## config.mk

```make
export PLATFORM = sky130hd
export DESIGN_NAME = fp_accum
export DESIGN_NICKNAME = d
export VERILOG_FILES = /design/src/rtl/fp_pkg.sv /design/src/rtl/lzc.sv /design/src/rtl/fp_accum.sv
export SDC_FILE = /design/constraint.sdc
export NUM_CORES = 1
export LEC_CHECK = 0
export BUFFER_PORTS_ARGS = -buffer_cell sky130_fd_sc_hd__buf_2
export CORE_ASPECT_RATIO = 0.7
export CORE_UTILIZATION = 51
export CTS_CLUSTER_SIZE = 24
export DETAILED_ROUTE_END_ITERATION = 10
export MAX_ROUTING_LAYER = met4
export PLACE_DENSITY_LB_ADDON = 0.25
export SLEW_MARGIN = 10
export SYNTH_ARGS = -nofsm -noshare
export SYNTH_HDL_FRONTEND = slang
export SYNTH_SLANG_ARGS = --single-unit
```

## constraint.sdc

```tcl
create_clock -name clk -period 9.9 [get_ports clk]
set_input_delay 0.495 -clock clk [delete_from_list [all_inputs] [get_ports clk]]
set_output_delay 0.495 -clock clk [all_outputs]
set_load 0.005 [all_outputs]
```

## src/rtl/fp_pkg.sv

```systemverilog
// IEEE-754 format constants shared by the fmul and accumulate stages, plus the
// accumulator FSM encoding.
package fp_pkg;

  typedef enum logic [2:0] {IDLE, ALIGN, ADD, NORM, DONE} state_t;

  function automatic int unsigned exp_len(input int unsigned n);
    return (n == 32'd64) ? 32'd11 : 32'd8;
  endfunction

  function automatic int unsigned man_len(input int unsigned n);
    return (n == 32'd64) ? 32'd52 : 32'd23;
  endfunction

  function automatic int unsigned bias(input int unsigned n);
    return (32'd1 << (exp_len(n) - 32'd1)) - 32'd1;
  endfunction

  // Wide enough to hold a leading-zero count of 0..man+5.
  function automatic int unsigned enc_len(input int unsigned n);
    return $clog2(man_len(n) + 32'd6);
  endfunction

endpackage

```

## src/rtl/lzc.sv

```systemverilog
// Leading-zero counter; an all-zero input reports WIDTH.
module lzc #(
  parameter int unsigned WIDTH = 28,
  parameter int unsigned ENC   = 5
) (
  input  logic [WIDTH-1:0] din,
  output logic [ENC-1:0]   cnt_c
);

  logic found;

  always_comb begin
    cnt_c = ENC'(WIDTH);
    found = 1'b0;
    for (int i = int'(WIDTH) - 1; i >= 0; i--) begin
      if (!found && din[i]) begin
        cnt_c = ENC'(int'(WIDTH) - 1 - i);
        found = 1'b1;
      end
    end
  end

endmodule

```

## src/rtl/fp_accum.sv

```systemverilog
// Sequential IEEE-754 accumulator: one operand per 4 cycles, round-to-nearest-even,
// denormals flushed, result handed out on a valid/ready port after in_last.
module fp_accum
  import fp_pkg::*;
#(
  parameter int unsigned N = 32
) (
  input  logic         clk,
  input  logic         rst,
  input  logic         in_valid,
  output logic         in_ready,
  input  logic [N-1:0] in_data,
  input  logic         in_last,
  output logic         out_valid,
  input  logic         out_ready,
  output logic [N-1:0] out_data,
  output logic         busy
);

  localparam int unsigned E   = exp_len(N);
  localparam int unsigned M   = man_len(N);
  localparam int unsigned W   = M + 5;
  localparam int unsigned ENC = enc_len(N);
  localparam int unsigned EX  = E + 2;
  localparam int unsigned RW  = M + 2;

  state_t         state, state_n;
  logic [N-1:0]   acc, acc_n, op, op_n, out_data_n;
  logic           last_q, last_n;
  logic           sign_a, sign_a_n, sign_b, sign_b_n, res_sign, res_sign_n;
  logic [E-1:0]   exp_a, exp_a_n;
  logic [W-1:0]   sig_a, sig_a_n, sig_b, sig_b_n, sum, sum_n;
  logic           in_ready_n, out_valid_n, busy_n;

  // Significand as {carry, hidden, mantissa, g, r, s}; zero exponent reads as zero.
  function automatic logic [W-1:0] sig_of(input logic [N-1:0] x);
    return (x[N-2 -: E] == '0) ? '0 : {2'b01, x[M-1:0], 3'b000};
  endfunction

  // ALIGN: order by exponent and shift the smaller operand into g/r/s.
  logic           op_big_c;
  logic [N-1:0]   big_c, small_c;
  logic [E-1:0]   diff_c;
  logic [W-1:0]   small_sig_c, shifted_c, lost_mask_c, aligned_c;

  always_comb begin
    op_big_c    = op[N-2 -: E] > acc[N-2 -: E];
    big_c       = op_big_c ? op : acc;
    small_c     = op_big_c ? acc : op;
    diff_c      = big_c[N-2 -: E] - small_c[N-2 -: E];
    small_sig_c = sig_of(small_c);
    shifted_c   = small_sig_c >> diff_c;
    lost_mask_c = ~({W{1'b1}} << diff_c);
    if (diff_c >= E'(M + 4))
      aligned_c = {{(W-1){1'b0}}, |small_sig_c};
    else
      aligned_c = {shifted_c[W-1:1], shifted_c[0] | (|(small_sig_c & lost_mask_c))};
  end

  // ADD: magnitude add or subtract; sign follows the larger magnitude.
  logic           eff_sub_c, a_ge_b_c, res_sign_c;
  logic [W-1:0]   sum_c;

  always_comb begin
    eff_sub_c = sign_a ^ sign_b;
    a_ge_b_c  = sig_a >= sig_b;
    if (!eff_sub_c) begin
      sum_c      = sig_a + sig_b;
      res_sign_c = sign_a;
    end else if (a_ge_b_c) begin
      sum_c      = sig_a - sig_b;
      res_sign_c = sign_a;
    end else begin
      sum_c      = sig_b - sig_a;
      res_sign_c = sign_b;
    end
  end

  // NORM: normalise, round to nearest even, then saturate or flush.
  logic [ENC-1:0] lz_c, shl_c;
  logic [W-2:0]   nrm_c;
  logic [EX-1:0]  nrm_exp_c, rnd_exp_c;
  logic           round_up_c;
  logic [RW-1:0]  rnd_c;
  logic [M-1:0]   man_c;
  logic [N-1:0]   result_c;

  lzc #(.WIDTH(W), .ENC(ENC)) u_lzc (.din(sum), .cnt_c(lz_c));

  always_comb begin
    shl_c = lz_c - ENC'(1);
    if (sum[W-1]) begin
      nrm_c     = {sum[W-1:2], sum[1] | sum[0]};
      nrm_exp_c = EX'(exp_a) + EX'(1);
    end else begin
      nrm_c     = sum[W-2:0] << shl_c;
      nrm_exp_c = EX'(exp_a) - EX'(shl_c);
    end
    round_up_c = nrm_c[2] & (nrm_c[1] | nrm_c[0] | nrm_c[3]);
    rnd_c      = {1'b0, nrm_c[W-2:3]} + RW'(round_up_c);
    rnd_exp_c  = nrm_exp_c + EX'(rnd_c[RW-1]);
    man_c      = rnd_c[RW-1] ? rnd_c[M:1] : rnd_c[M-1:0];
    if (sum == '0)
      result_c = '0;
    else if (rnd_exp_c[EX-1] || rnd_exp_c == '0)
      result_c = {res_sign, {(N-1){1'b0}}};
    else if (rnd_exp_c >= EX'({E{1'b1}}))
      result_c = {res_sign, {E{1'b1}}, {M{1'b0}}};
    else
      result_c = {res_sign, rnd_exp_c[E-1:0], man_c};
  end

  // Next-state and register updates.
  always_comb begin
    state_n    = state;
    acc_n      = acc;
    op_n       = op;
    last_n     = last_q;
    sign_a_n   = sign_a;
    sign_b_n   = sign_b;
    exp_a_n    = exp_a;
    sig_a_n    = sig_a;
    sig_b_n    = sig_b;
    sum_n      = sum;
    res_sign_n = res_sign;
    out_data_n = out_data;
    case (state)
      IDLE: begin
        if (in_valid && in_ready) begin
          op_n    = in_data;
          last_n  = in_last;
          state_n = ALIGN;
        end
      end
      ALIGN: begin
        sign_a_n = big_c[N-1];
        exp_a_n  = big_c[N-2 -: E];
        sig_a_n  = sig_of(big_c);
        sign_b_n = small_c[N-1];
        sig_b_n  = aligned_c;
        state_n  = ADD;
      end
      ADD: begin
        sum_n      = sum_c;
        res_sign_n = res_sign_c;
        state_n    = NORM;
      end
      NORM: begin
        acc_n = result_c;
        if (last_q) begin
          out_data_n = result_c;
          state_n    = DONE;
        end else begin
          state_n = IDLE;
        end
      end
      DONE: begin
        if (out_valid && out_ready) begin
          acc_n   = '0;
          state_n = IDLE;
        end
      end
      default: state_n = IDLE;
    endcase
    in_ready_n  = (state_n == IDLE);
    out_valid_n = (state_n == DONE);
    busy_n      = (state_n != IDLE);
  end

  always_ff @(posedge clk or posedge rst) begin
    if (rst) begin
      state     <= IDLE;
      acc       <= '0;
      op        <= '0;
      last_q    <= 1'b0;
      sign_a    <= 1'b0;
      sign_b    <= 1'b0;
      exp_a     <= '0;
      sig_a     <= '0;
      sig_b     <= '0;
      sum       <= '0;
      res_sign  <= 1'b0;
      out_data  <= '0;
      in_ready  <= 1'b1;
      out_valid <= 1'b0;
      busy      <= 1'b0;
    end else begin
      state     <= state_n;
      acc       <= acc_n;
      op        <= op_n;
      last_q    <= last_n;
      sign_a    <= sign_a_n;
      sign_b    <= sign_b_n;
      exp_a     <= exp_a_n;
      sig_a     <= sig_a_n;
      sig_b     <= sig_b_n;
      sum       <= sum_n;
      res_sign  <= res_sign_n;
      out_data  <= out_data_n;
      in_ready  <= in_ready_n;
      out_valid <= out_valid_n;
      busy      <= busy_n;
    end
  end

endmodule

```

==> results of run 1 <==
[per-stage QoR]
step	cell area, µm²	utilization	setup WS, ps	hold WS, ps
final	18500	0.567	772	200
after global routing	18500	0.567	21.2	244
after CTS	18500	0.567	837	236
after detailed placement	17800	0.547	878	469
after global placement	17800	0.547	1210	461
after floorplan	17100	-	2080	444
[area by class of cell]
class                      count  area, µm²  share of cell area
multi-input combinational   1629      11400               0.614
sequential                   193       4830               0.261
timing repair buffer         115        686              0.0371
tap                          427        534              0.0289
inverter                     114        435              0.0235
clock buffer                  17        425              0.0230
clock inverter                15        233              0.0126
antenna                        1       2.50            0.000135
[cell usage after synthesis (all sizes together), types with 19 or more instances]
cell type,count,area share
a211oi,37,0.017
a21o,22,0.0097
a21oi,114,0.034
a22o,33,0.017
a31oi,35,0.013
and2,21,0.0077
buf,23,0.0065
clkbuf,115,0.025
dfrtp,192,0.28
ha,92,0.067
inv,111,0.024
mux2,46,0.030
mux2i,86,0.050
mux4,25,0.033
nand2,225,0.050
nand2b,19,0.0070
nand3,58,0.017
nand4,23,0.0093
nor2,145,0.033
nor3,56,0.016
nor4,21,0.0084
o211ai,19,0.0084
o21ai,171,0.050
o22ai,48,0.018
o31ai,26,0.012
xnor2,39,0.021
xor2,23,0.012
[registers in the layout, summed over array words and instances, names as in the netlist, 3 cells and up]
signal / cells
acc: 32
op: 32
out_data: 32
sum: 28
sig_b: 27
sig_a: 24
exp_a: 8
state: 3
[how the worst min path moves through the flow]
stage,cells past startpoint,slack (ps),end
after global routing,2,240,op[3]$_DFFE_PP0P_
after detailed placement,2,470,out_data[25]$_DFFE_PP0P_
after CTS,2,240,op[2]$_DFFE_PP0P_
final,2,200,op[2]$_DFFE_PP0P_
after global placement,2,460,out_data[28]$_DFFE_PP0P_
after floorplan,2,440,res_sign$_DFFE_PP0P_
[routing by layer]
layer / GRT usage / vias up
met5: - / -
met4: 0.0926 / 0
met3: 0.0761 / 85
met2: 0.497 / 1001
met1: 0.597 / 8332
li1: - / 7666
[kinds of logic (layout without fill, tap and decap cells)]
family	Yosys count	after routing	synth area share
AO/OA/AOI/OAI	660	660	0.256
AND/OR/NAND/NOR	655	655	0.186
buffers and inverters	252	261	0.0568
flip-flops	193	193	0.283
multiplexers	157	157	0.114
adder cells (fa/ha/maj)	95	95	0.0709
XOR/XNOR	62	62	0.0329
other	0	1	0
==> reports/qor.log, run 1 <==
INFO  setup_path     crit_slowest_cell=sky130_fd_sc_hd__nor3_1
INFO  setup_path     crit_type=flop to flop
INFO  setup_path     worst_path_dominant_cell_family=simple AND/OR/NAND/NOR gates
INFO  yosys          number_of_flops_mapped_to_enable_cells_by_yosys=0
INFO  finish         nNetsFinal=2202
INFO  setup_path     worst-path-max-fanout=14
INFO  setup_path     worst_r2r_startpoint=sum[9]$_DFFE_PP0P_
INFO  clock_network  cts.htree.levels=4
INFO  clock_network  worst_skew_pair.late_latency=460ps
INFO  global_routing grt_usage=0.384
INFO  finish         syn2layout_area_growth=8.34%
INFO  setup_path     critical-path-max-stage-delay=600ps
INFO  setup_path     path_depth=32
INFO  setup_path     critical_path.endpoint=out_data[5]$_DFFE_PP0P_
INFO  sta            worst_clock_skew=16.1ps
INFO  setup_path     worst_setup_path_startpoint=sum[9]$_DFFE_PP0P_
INFO  die            initial_core_util=0.524
INFO  yosys          yosysWarnings=0
INFO  yosys          syn-mean-instance-area=8.24µm²
INFO  drt            totalWireLength=63000µm
INFO  setup_path     wp_data_arrival=9530ps
INFO  min_path       worst_hold_path_type=input pin to asynchronous set/reset pin
INFO  die            io-pin-count=72
INFO  setup_path     critical_path.reg2reg.endpoint=out_data[5]$_DFFE_PP0P_
INFO  yosys          number_of_distinct_standard_cells_referenced_by_the_synthesized_netlist=92
INFO  drt            antenna_violating_nets_post_route=0
INFO  die            core_area=32600µm²
INFO  setup_path     required=10300ps
INFO  drt            detail_route.vias_per_cell=6.80
INFO  die            die_area=34200µm²
INFO  sta            rsz0062_at_grt=false
INFO  finish         layout.filler_cells=2973
INFO  clock_network  clock-sinks=193
INFO  drt            wirelength_met1=30300µm
INFO  clock_network  cts_post_setup_buffers_inserted=0
INFO  sta            worst_slew_pin_tran=1070ps
INFO  placement      io_buffers=71
INFO  clock_network  cts_buffer_depth=2
INFO  setup_path     worst-path-buf-inv=6
INFO  clock_network  ctsRootBufferMaster=sky130_fd_sc_hd__clkbuf_16
INFO  die            die_w=221µm
INFO  sta            setup-tns-final=0ps
INFO  finish         final_common_cell=sky130_fd_sc_hd__nand2_1
INFO  yosys          synthesized_net_count=2206
INFO  placement      dp_cells=2478
INFO  die            fp-row-count=55
INFO  run            max_cap_viol=0
INFO  clock_network  cts_tree=built
INFO  setup_path     rrSetupSlack=770ps
INFO  drt            met3_wirelength=6370µm
INFO  setup_path     critical_path.startpoint_type=flop
INFO  global_routing initial_antenna_violation_count=1
INFO  sta            fmax=0.110GHz
INFO  drt            dr.max_layer_used=met4
INFO  yosys          ys_seq_area_frac=0.283
INFO  setup_path     worst_r2r_path_depth=32
INFO  drt            drt_pre_antenna_iters=6
INFO  yosys          netlist_instances=2074
INFO  finish         mostFrequentLayoutCells=222 x sky130_fd_sc_hd__nand2_1, 192 x sky130_fd_sc_hd__dfrtp_1, 156 x sky130_fd_sc_hd__o21ai_0
INFO  yosys          netlist_area=17100µm²
INFO  yosys          ys_async_sr_fraction=1.00
INFO  global_routing first_global_vias=15600
INFO  drt            routed_via_count=17100
INFO  sta            timing.final.crit_share=0.922
INFO  drt            drt_drc_violations_left=0
INFO  sta            slew_violations=0
INFO  sta            timing.final.hold_violations=0
INFO  sta            slew_headroom=0.285
INFO  yosys          synth_top_flop_cell=sky130_fd_sc_hd__dfrtp_1
INFO  yosys          ys_seq_elements=193
INFO  global_routing grt_max_degree=124
INFO  clock_network  inserted_clock_buffers=17
INFO  global_routing grt_overflow=0
INFO  die            die_h=155µm
INFO  placement      routabilityCongestion=1.06
INFO  sta            finalWorstPathRequiredPeriod=9130ps
INFO  finish         final_layout_size_suffix_gt1_frac=0.129
INFO  clock_network  ctsHoldBuffers=0
INFO  finish         finalNonFillerCells=2511
INFO  drt            initialDrtViolationCount=2227
INFO  clock_network  resized_gates_after_cts=0
INFO  placement      dp.final_hpwl=49100µm
INFO  sta            timing.final.setup_violations=0
INFO  setup_path     worstSetupEndpointType=flop
INFO  drt            detail_route.wl_per_cell=25.1µm
INFO  outcome        status=finished, final reports clean
INFO  drt            wl_met2=24900µm
INFO  global_routing grt_first_pass_wirelength=96400µm
INFO  clock_network  clk_pin_slew_worst_paths=90ps
Power of run 1 is left out: the tool's default activity adds up to more than one toggle a clock period on the data nets, which glitch-free logic cannot reach.
==> inputs of run 2 (changes only) <==
--- a/config.mk
+++ b/config.mk
@@ -10,8 +10,10 @@
 export CORE_UTILIZATION = 51
 export CTS_CLUSTER_SIZE = 24
 export DETAILED_ROUTE_END_ITERATION = 10
+export GPL_TIMING_DRIVEN = 0
 export MAX_ROUTING_LAYER = met4
 export PLACE_DENSITY_LB_ADDON = 0.25
+export RECOVER_POWER = 25
 export SLEW_MARGIN = 10
 export SYNTH_ARGS = -nofsm -noshare
 export SYNTH_HDL_FRONTEND = slang
==> run 2 against run 1 <==
Against the previous run: the run now ends with max-capacitance violations, max-slew violations left; worst hold slack improved by 22 ps; final area increased by 1.0%; first-iteration DRC count increased by 26%; via count increased by 5.0%; wire length increased by 9.2%; die area unchanged; register-to-register slack got worse by 520 ps; maximum frequency decreased by 5.4%; cell count increased by 3.9%; critical path depth increased by 2; non-clock buffer count increased by 97; largest cell class unchanged.
==> reports/qor.log, run 2 (same netlist as run 1, synthesis figures left out) <==
INFO  outcome        violations=max-capacitance violations, max-slew violations
INFO  sta            worst_clock_skew=23.7ps [+7.68 ps]
INFO  sta            timing.final.setup_violations=0 [unchanged]
INFO  drt            initialDrtViolationCount=2817 [+26%]
INFO  setup_path     rrSetupSlack=250ps [-520 ps]
INFO  finish         postLayoutCellArea=18700µm² [+1.0%]
INFO  sta            slew_violations=196 [+196]
INFO  sta            slew_headroom=-2.82 [-3.11]
INFO  setup_path     crit_type=flop to flop
INFO  global_routing initial_antenna_violation_count=3 [+2]
INFO  global_routing grt_max_degree=104 [-16%]
INFO  drt            detail_route.wl_per_cell=26.4µm [+5.1%]
INFO  global_routing globalRouteMet3Util=0.116 [+0.0403]
INFO  setup_path     critical_path.reg2reg.endpoint=out_data[5]$_DFFE_PP0P_
INFO  drt            routed_via_count=17900 [+5.0%]
INFO  run            max_cap_viol=2 [+2]
INFO  setup_path     worstSetupEndpointType=flop
INFO  clock_network  cts_buffer_depth=2 [unchanged]
INFO  placement      io_buffers=71 [unchanged]
INFO  setup_path     critical_path.startpoint_type=flop
INFO  sta            timing.final.hold_violations=0 [unchanged]
INFO  global_routing grt_first_pass_wirelength=103000µm [+6.8%]
INFO  outcome        status=finished, violations left
INFO  global_routing grt_usage=0.416 [+0.0324]
INFO  global_routing grt_busiest_layer=met1
INFO  clock_network  ctsHoldBuffers=0 [unchanged]
INFO  setup_path     wp_data_arrival=10060ps [+530 ps]
INFO  drt            totalWireLength=68900µm [+9.2%]
INFO  clock_network  ctsRootBufferMaster=sky130_fd_sc_hd__clkbuf_16
INFO  die            core_area=32600µm² [unchanged]
INFO  global_routing grt_overflow=0 [unchanged]
INFO  placement      routabilityCongestion=1.06 [about the same]
INFO  sta            finalWorstPathRequiredPeriod=9650ps [+518 ps]
INFO  sta            fmax=0.104GHz [-5.4%]
INFO  global_routing global_route.usage.met1=0.637 [+0.0405]
INFO  clock_network  clock-sinks=193 [unchanged]
INFO  drt            drt_drc_violations_left=0 [unchanged]
INFO  clock_network  clk_pin_slew_worst_paths=90ps [about the same]
INFO  min_path       worst_hold_path_type=input pin to flop
INFO  placement      dp.final_hpwl=54100µm [+10%]
INFO  drt            drt_pre_antenna_iters=8 [+2]
INFO  clock_network  cts.htree.levels=4 [unchanged]
INFO  setup_path     critical-path-max-stage-delay=490ps [-110 ps]
INFO  setup_path     worst-path-max-fanout=11 [-3]
INFO  setup_path     crit_slowest_cell=sky130_fd_sc_hd__o22ai_1
INFO  finish         mostFrequentLayoutCells=223 x sky130_fd_sc_hd__nand2_1, 192 x sky130_fd_sc_hd__dfrtp_1, 156 x sky130_fd_sc_hd__o21ai_0
INFO  setup_path     critPathMostFrequentCell=sky130_fd_sc_hd__clkbuf_1
INFO  placement      placedInstanceArea=18000µm² [+1.0%]
INFO  min_path       worstHoldStart=in_data[23]
INFO  finish         reg_top3=acc: 32 flops, op: 32 flops, out_data: 32 flops
INFO  finish         syn2layout_area_growth=9.44%
INFO  drt            detail_route.vias_per_cell=6.88 [+1.0%]
INFO  global_routing first_global_vias=16100 [+3.5%]
INFO  global_routing met2_usage=0.523 [+0.0262]
INFO  clock_network  cts_tree=built
INFO  die            io-pin-count=72 [unchanged]
INFO  clock_network  worst_skew_pair.late_latency=480ps [+20 ps]
INFO  setup_path     worst_r2r_path_depth=34 [+6.3%]
INFO  setup_path     worst_r2r_startpoint=sum[17]$_DFFE_PP0P_
INFO  min_path       min_to=op[23]$_DFFE_PP0P_
INFO  finish         nNetsFinal=2299 [+4.4%]
INFO  die            fp-row-count=55 [unchanged]
INFO  clock_network  inserted_clock_buffers=17 [unchanged]
INFO  finish         final_common_cell=sky130_fd_sc_hd__nand2_1
INFO  sta            worst_slew_pin_tran=5730ps [+4660 ps]
INFO  die            initial_core_util=0.524 [unchanged]
INFO  die            die_w=221µm [unchanged]
INFO  die            die_h=155µm [unchanged]
INFO  sta            timing.final.crit_share=0.974 [+0.0523]
INFO  setup_path     required=10320ps [+20 ps]
INFO  die            die_area=34200µm² [unchanged]
INFO  min_path       hold_path_stages=3
INFO  finish         final_layout_size_suffix_gt1_frac=0.112 [-0.0167]
INFO  drt            antenna_violating_nets_post_route=0 [unchanged]
==> run 2: critical path: cells and delay by family (launching register included) <==
family,cells,cell delay [ps]
compound gates,9,2910
fa+ha+maj,3,780
buf+inv,8,2030
flops,1,370
simple gates,14,3460
==> run 2: through the flow <==
stage	cells	worst slack [ps]	util	hold WS, ps	setup TNS, ps
after global routing	2610	-42.6	0.573	243	-291
after global placement	2572	-419	0.551	464	-5940
after detailed placement	2573	-497	0.552	469	-7750
after CTS	2605	5.50	0.571	135	0
after floorplan	2074	2080	-	444	0
final	2610	254	0.573	222	0
==> run 2: final cells by class <==
class,instances,area [µm²]
Fill cell,3007,13900
Tap cell,427,534
Sequential cell,193,4830
Inverter,114,429
Clock inverter,15,195
Multi-Input combinational cell,1629,11300
Clock buffer,17,425
Antenna cell,3,7.51
Timing Repair Buffer,75,382
Buffer,137,542
==> run 2: repair_timing <==
| action | in CTS | in global routing |
|---|---|---|
| setup buffers | 0 | 3 |
| pin swaps | 0 | 1 |
| endpoints found under the setup margin | 27 | 47 |
| gates resized for setup | 4 | 11 |
==> run 2: per-layer routing <==
layer  routed length [µm]  vias to the layer above
met3                 9070                      117
met1                31800                     8737
met2                26300                     1212
met5                    0                        -
li1                     -                     7878
met4                 1710                        0
==> run 2: worst max path at each step <==
| stage | startpoint | to | slack [ps] | depth (start not counted) |
|---|---|---|---|---|
| 5_1_grt | sum[17]$_DFFE_PP0P_ | out_data[7]$_DFFE_PP0P_ | -40 | 34 |
| 4_1_cts | sum[17]$_DFFE_PP0P_ | acc[17]$_DFFE_PP0P_ | 6 | 35 |
| 6_report | sum[17]$_DFFE_PP0P_ | out_data[5]$_DFFE_PP0P_ | 250 | 34 |
| 3_3_place_gp | sum[8]$_DFFE_PP0P_ | acc[15]$_DFFE_PP0P_ | -420 | 31 |
| 3_5_place_dp | sum[17]$_DFFE_PP0P_ | acc[17]$_DFFE_PP0P_ | -500 | 32 |
| 2_1_floorplan | sum[11]$_DFFE_PP0P_ | acc[11]$_DFFE_PP0P_ | 2080 | 32 |
Power of run 2 is left out for the same reason.
==> inputs of run 3 (changes only) <==
--- a/config.mk
+++ b/config.mk
@@ -13,8 +13,9 @@
 export GPL_TIMING_DRIVEN = 0
 export MAX_ROUTING_LAYER = met4
 export PLACE_DENSITY_LB_ADDON = 0.25
-export RECOVER_POWER = 25
+export RECOVER_POWER = 100
 export SLEW_MARGIN = 10
 export SYNTH_ARGS = -nofsm -noshare
 export SYNTH_HDL_FRONTEND = slang
 export SYNTH_SLANG_ARGS = --single-unit
+export TNS_END_PERCENT = 30
==> run 3 against run 2 <==
Against the previous run: sequential share of layout area about the same; flip-flop and latch count is the same; critical endpoint is now out_data[21]$_DFFE_PP0P_; via count barely moved; worst hold slack better by 3.9 ps; wire length increased by 0.14%; critical path depth unchanged; highest routed layer unchanged; the run still ends with max-capacitance violations, max-slew violations left; final area is 0.13% lower.
==> reports/qor.log, run 3 (same netlist as run 1, synthesis figures left out) <==
INFO  global_routing grt_overflow=0 [unchanged]
INFO  drt            antenna_violating_nets_post_route=0 [unchanged]
INFO  clock_network  cts.htree.levels=4 [unchanged]
INFO  clock_network  cts_buffer_depth=2 [unchanged]
INFO  sta            holdWs=226ps [+3.87 ps]
INFO  finish         mostFrequentLayoutCells=223 x sky130_fd_sc_hd__nand2_1, 192 x sky130_fd_sc_hd__dfrtp_1, 160 x sky130_fd_sc_hd__o21ai_0
INFO  sta            finalWorstPathRequiredPeriod=9610ps [-37.3 ps]
INFO  global_routing initial_antenna_violation_count=3 [unchanged]
INFO  die            die_area=34200µm² [unchanged]
INFO  outcome        violations=max-capacitance violations, max-slew violations
INFO  setup_path     crit_type=flop to flop
INFO  die            io-pin-count=72 [unchanged]
INFO  sta            fmax=0.104GHz [+0.39%]
INFO  drt            totalWireLength=69000µm [+0.14%]
INFO  min_path       worst_hold_path_type=input pin to flop
INFO  drt            wl_met2=26500µm [+0.60%]
INFO  sta            setup_slack=291ps [+37.3 ps]
INFO  clock_network  clk_pin_slew_worst_paths=90ps [about the same]
INFO  finish         final_layout_size_suffix_gt1_frac=0.102 [-0.00963]
INFO  setup_path     worst_r2r_path_depth=34 [unchanged]
INFO  placement      dp_worst_setup_slack=-497ps [unchanged]
INFO  sta            worst_slew_pin_tran=5740ps [+9.45 ps]
INFO  drt            met3_wirelength=9160µm [+0.93%]
INFO  clock_network  worst_skew_pair.late_latency=480ps [about the same]
INFO  sta            worst_clock_skew=22.5ps [-1.23 ps]
INFO  min_path       hold_path_stages=3 [unchanged]
INFO  clock_network  ctsRootBufferMaster=sky130_fd_sc_hd__clkbuf_16
INFO  drt            initialDrtViolationCount=2811 [-0.21%]
INFO  setup_path     critical_path.startpoint_type=flop
INFO  global_routing grt_max_degree=104 [unchanged]
INFO  drt            dr.max_layer_used=met4
INFO  setup_path     rrSetupSlack=290ps [+40 ps]
INFO  setup_path     worstSetupEndpointType=flop
INFO  global_routing grt_usage=0.416 [unchanged]
INFO  drt            routed_via_count=18000 [+0.089%]
INFO  finish         final_common_cell=sky130_fd_sc_hd__nand2_1
INFO  drt            detail_route.wl_per_cell=26.4µm [+0.14%]
INFO  placement      routabilityCongestion=1.06 [unchanged]
INFO  drt            wirelength_met1=31700µm [-0.25%]
INFO  clock_network  inserted_clock_buffers=17 [unchanged]
INFO  drt            detail_route.vias_per_cell=6.88 [about the same]
INFO  sta            timing.final.setup_violations=0 [unchanged]
INFO  die            die_w=221µm [unchanged]
INFO  setup_path     required=10310ps [about the same]
INFO  outcome        status=finished, violations left
INFO  sta            slew_violations=196 [unchanged]
INFO  setup_path     critPathMostFrequentCell=sky130_fd_sc_hd__clkbuf_1
INFO  setup_path     worst_r2r_startpoint=sum[17]$_DFFE_PP0P_
INFO  min_path       worstHoldStart=in_data[23]
INFO  placement      dp.final_hpwl=54100µm [unchanged]
INFO  die            die_h=155µm [unchanged]
INFO  placement      io_buffers=71 [unchanged]
INFO  clock_network  ctsHoldBuffers=0 [unchanged]
INFO  drt            drt_drc_violations_left=0 [unchanged]
INFO  setup_path     worst-path-max-fanout=11 [unchanged]
INFO  global_routing grt_first_pass_wirelength=103000µm [unchanged]
INFO  setup_path     wp_data_arrival=10020ps [-40 ps]
INFO  global_routing first_global_vias=16100 [unchanged]
INFO  sta            setup-tns-final=0ps [unchanged]
INFO  finish         nNetsFinal=2299 [unchanged]
INFO  finish         syn2layout_area_growth=9.30%
INFO  setup_path     critical_path.reg2reg.endpoint=out_data[21]$_DFFE_PP0P_
INFO  setup_path     crit_slowest_cell=sky130_fd_sc_hd__o22ai_1
INFO  die            initial_core_util=0.524 [unchanged]
INFO  finish         reg_top3=acc: 32 flops, op: 32 flops, out_data: 32 flops
INFO  drt            drt_pre_antenna_iters=6 [-2]
INFO  setup_path     critical-path-max-stage-delay=470ps [-20 ps]
INFO  min_path       min_to=op[23]$_DFFE_PP0P_
INFO  run            max_cap_viol=2 [unchanged]
INFO  clock_network  clock-sinks=193 [unchanged]
INFO  sta            slew_headroom=-2.83 [-0.00630]
INFO  die            fp-row-count=55 [unchanged]
INFO  sta            timing.final.hold_violations=0 [unchanged]
INFO  sta            timing.final.crit_share=0.971 [-0.00376]
INFO  die            core_area=32600µm² [unchanged]
INFO  clock_network  cts_tree=built
==> run 3: cell types whose count changed in the layout (fill, tap and decap cells not counted) <==
cell,change
sky130_fd_sc_hd__buf_2,-20
sky130_fd_sc_hd__clkbuf_1,+20
sky130_fd_sc_hd__o21ai_0,+4
sky130_fd_sc_hd__o21ai_1,-4
sky130_fd_sc_hd__buf_4,-1
sky130_fd_sc_hd__clkbuf_4,+1
sky130_fd_sc_hd__dfstp_1,+1
sky130_fd_sc_hd__dfstp_2,-1
==> run 3: how the worst max path moves through the flow <==
stage                                    from  slack [ps]  cells after the start                       end
final                     sum[17]$_DFFE_PP0P_         290                     34  out_data[21]$_DFFE_PP0P_
after global routing      sum[17]$_DFFE_PP0P_         -40                     34   out_data[7]$_DFFE_PP0P_
after CTS                 sum[17]$_DFFE_PP0P_           6                     35       acc[17]$_DFFE_PP0P_
after detailed placement  sum[17]$_DFFE_PP0P_        -500                     32       acc[17]$_DFFE_PP0P_
after global placement     sum[8]$_DFFE_PP0P_        -420                     31       acc[15]$_DFFE_PP0P_
after floorplan           sum[11]$_DFFE_PP0P_        2080                     32       acc[11]$_DFFE_PP0P_
==> run 3: layout make-up <==
class / count / area [µm²]
multi-input cells: 1629 / 11300
repair buffers: 75 / 357
clock buffers: 17 / 425
fillers: 3019 / 14000
well taps: 427 / 534
plain buffers: 137 / 542
flip-flops and latches: 193 / 4830
diodes: 3 / 7.51
inverters: 114 / 429
clock inverters: 15 / 195
==> run 3: through the flow <==
step	util	std cells	cell area (µm²)
after floorplan	-	2074	17100
after global placement	0.551	2572	18000
after detailed placement	0.552	2573	18000
after CTS	0.571	2605	18600
after global routing	0.572	2610	18700
final	0.572	2610	18700
==> run 3: worst max-delay path, delay by kind of cell (launching register included) <==
| family | cells | cell delay, ps |
|---|---|---|
| and+or+nand+nor | 14 | 3430 |
| buffers and inverters | 8 | 2070 |
| adders and majority gates | 3 | 770 |
| AOI/OAI and AO/OA | 9 | 2940 |
| DFF | 1 | 370 |
==> run 3: layer usage <==
metal,track usage,up-vias
li1,-,7879
met1,0.637,8739
met2,0.523,1230
met3,0.116,112
met4,0.104,0
met5,-,-
==> run 3: what timing repair did <==
action / CTS / global route
resized for setup: 4 / 11
buffers inserted: 0 / 3
setup endpoints to repair: 27 / 47
pin swaps: 0 / 1
Power of run 3 is left out for the same reason.
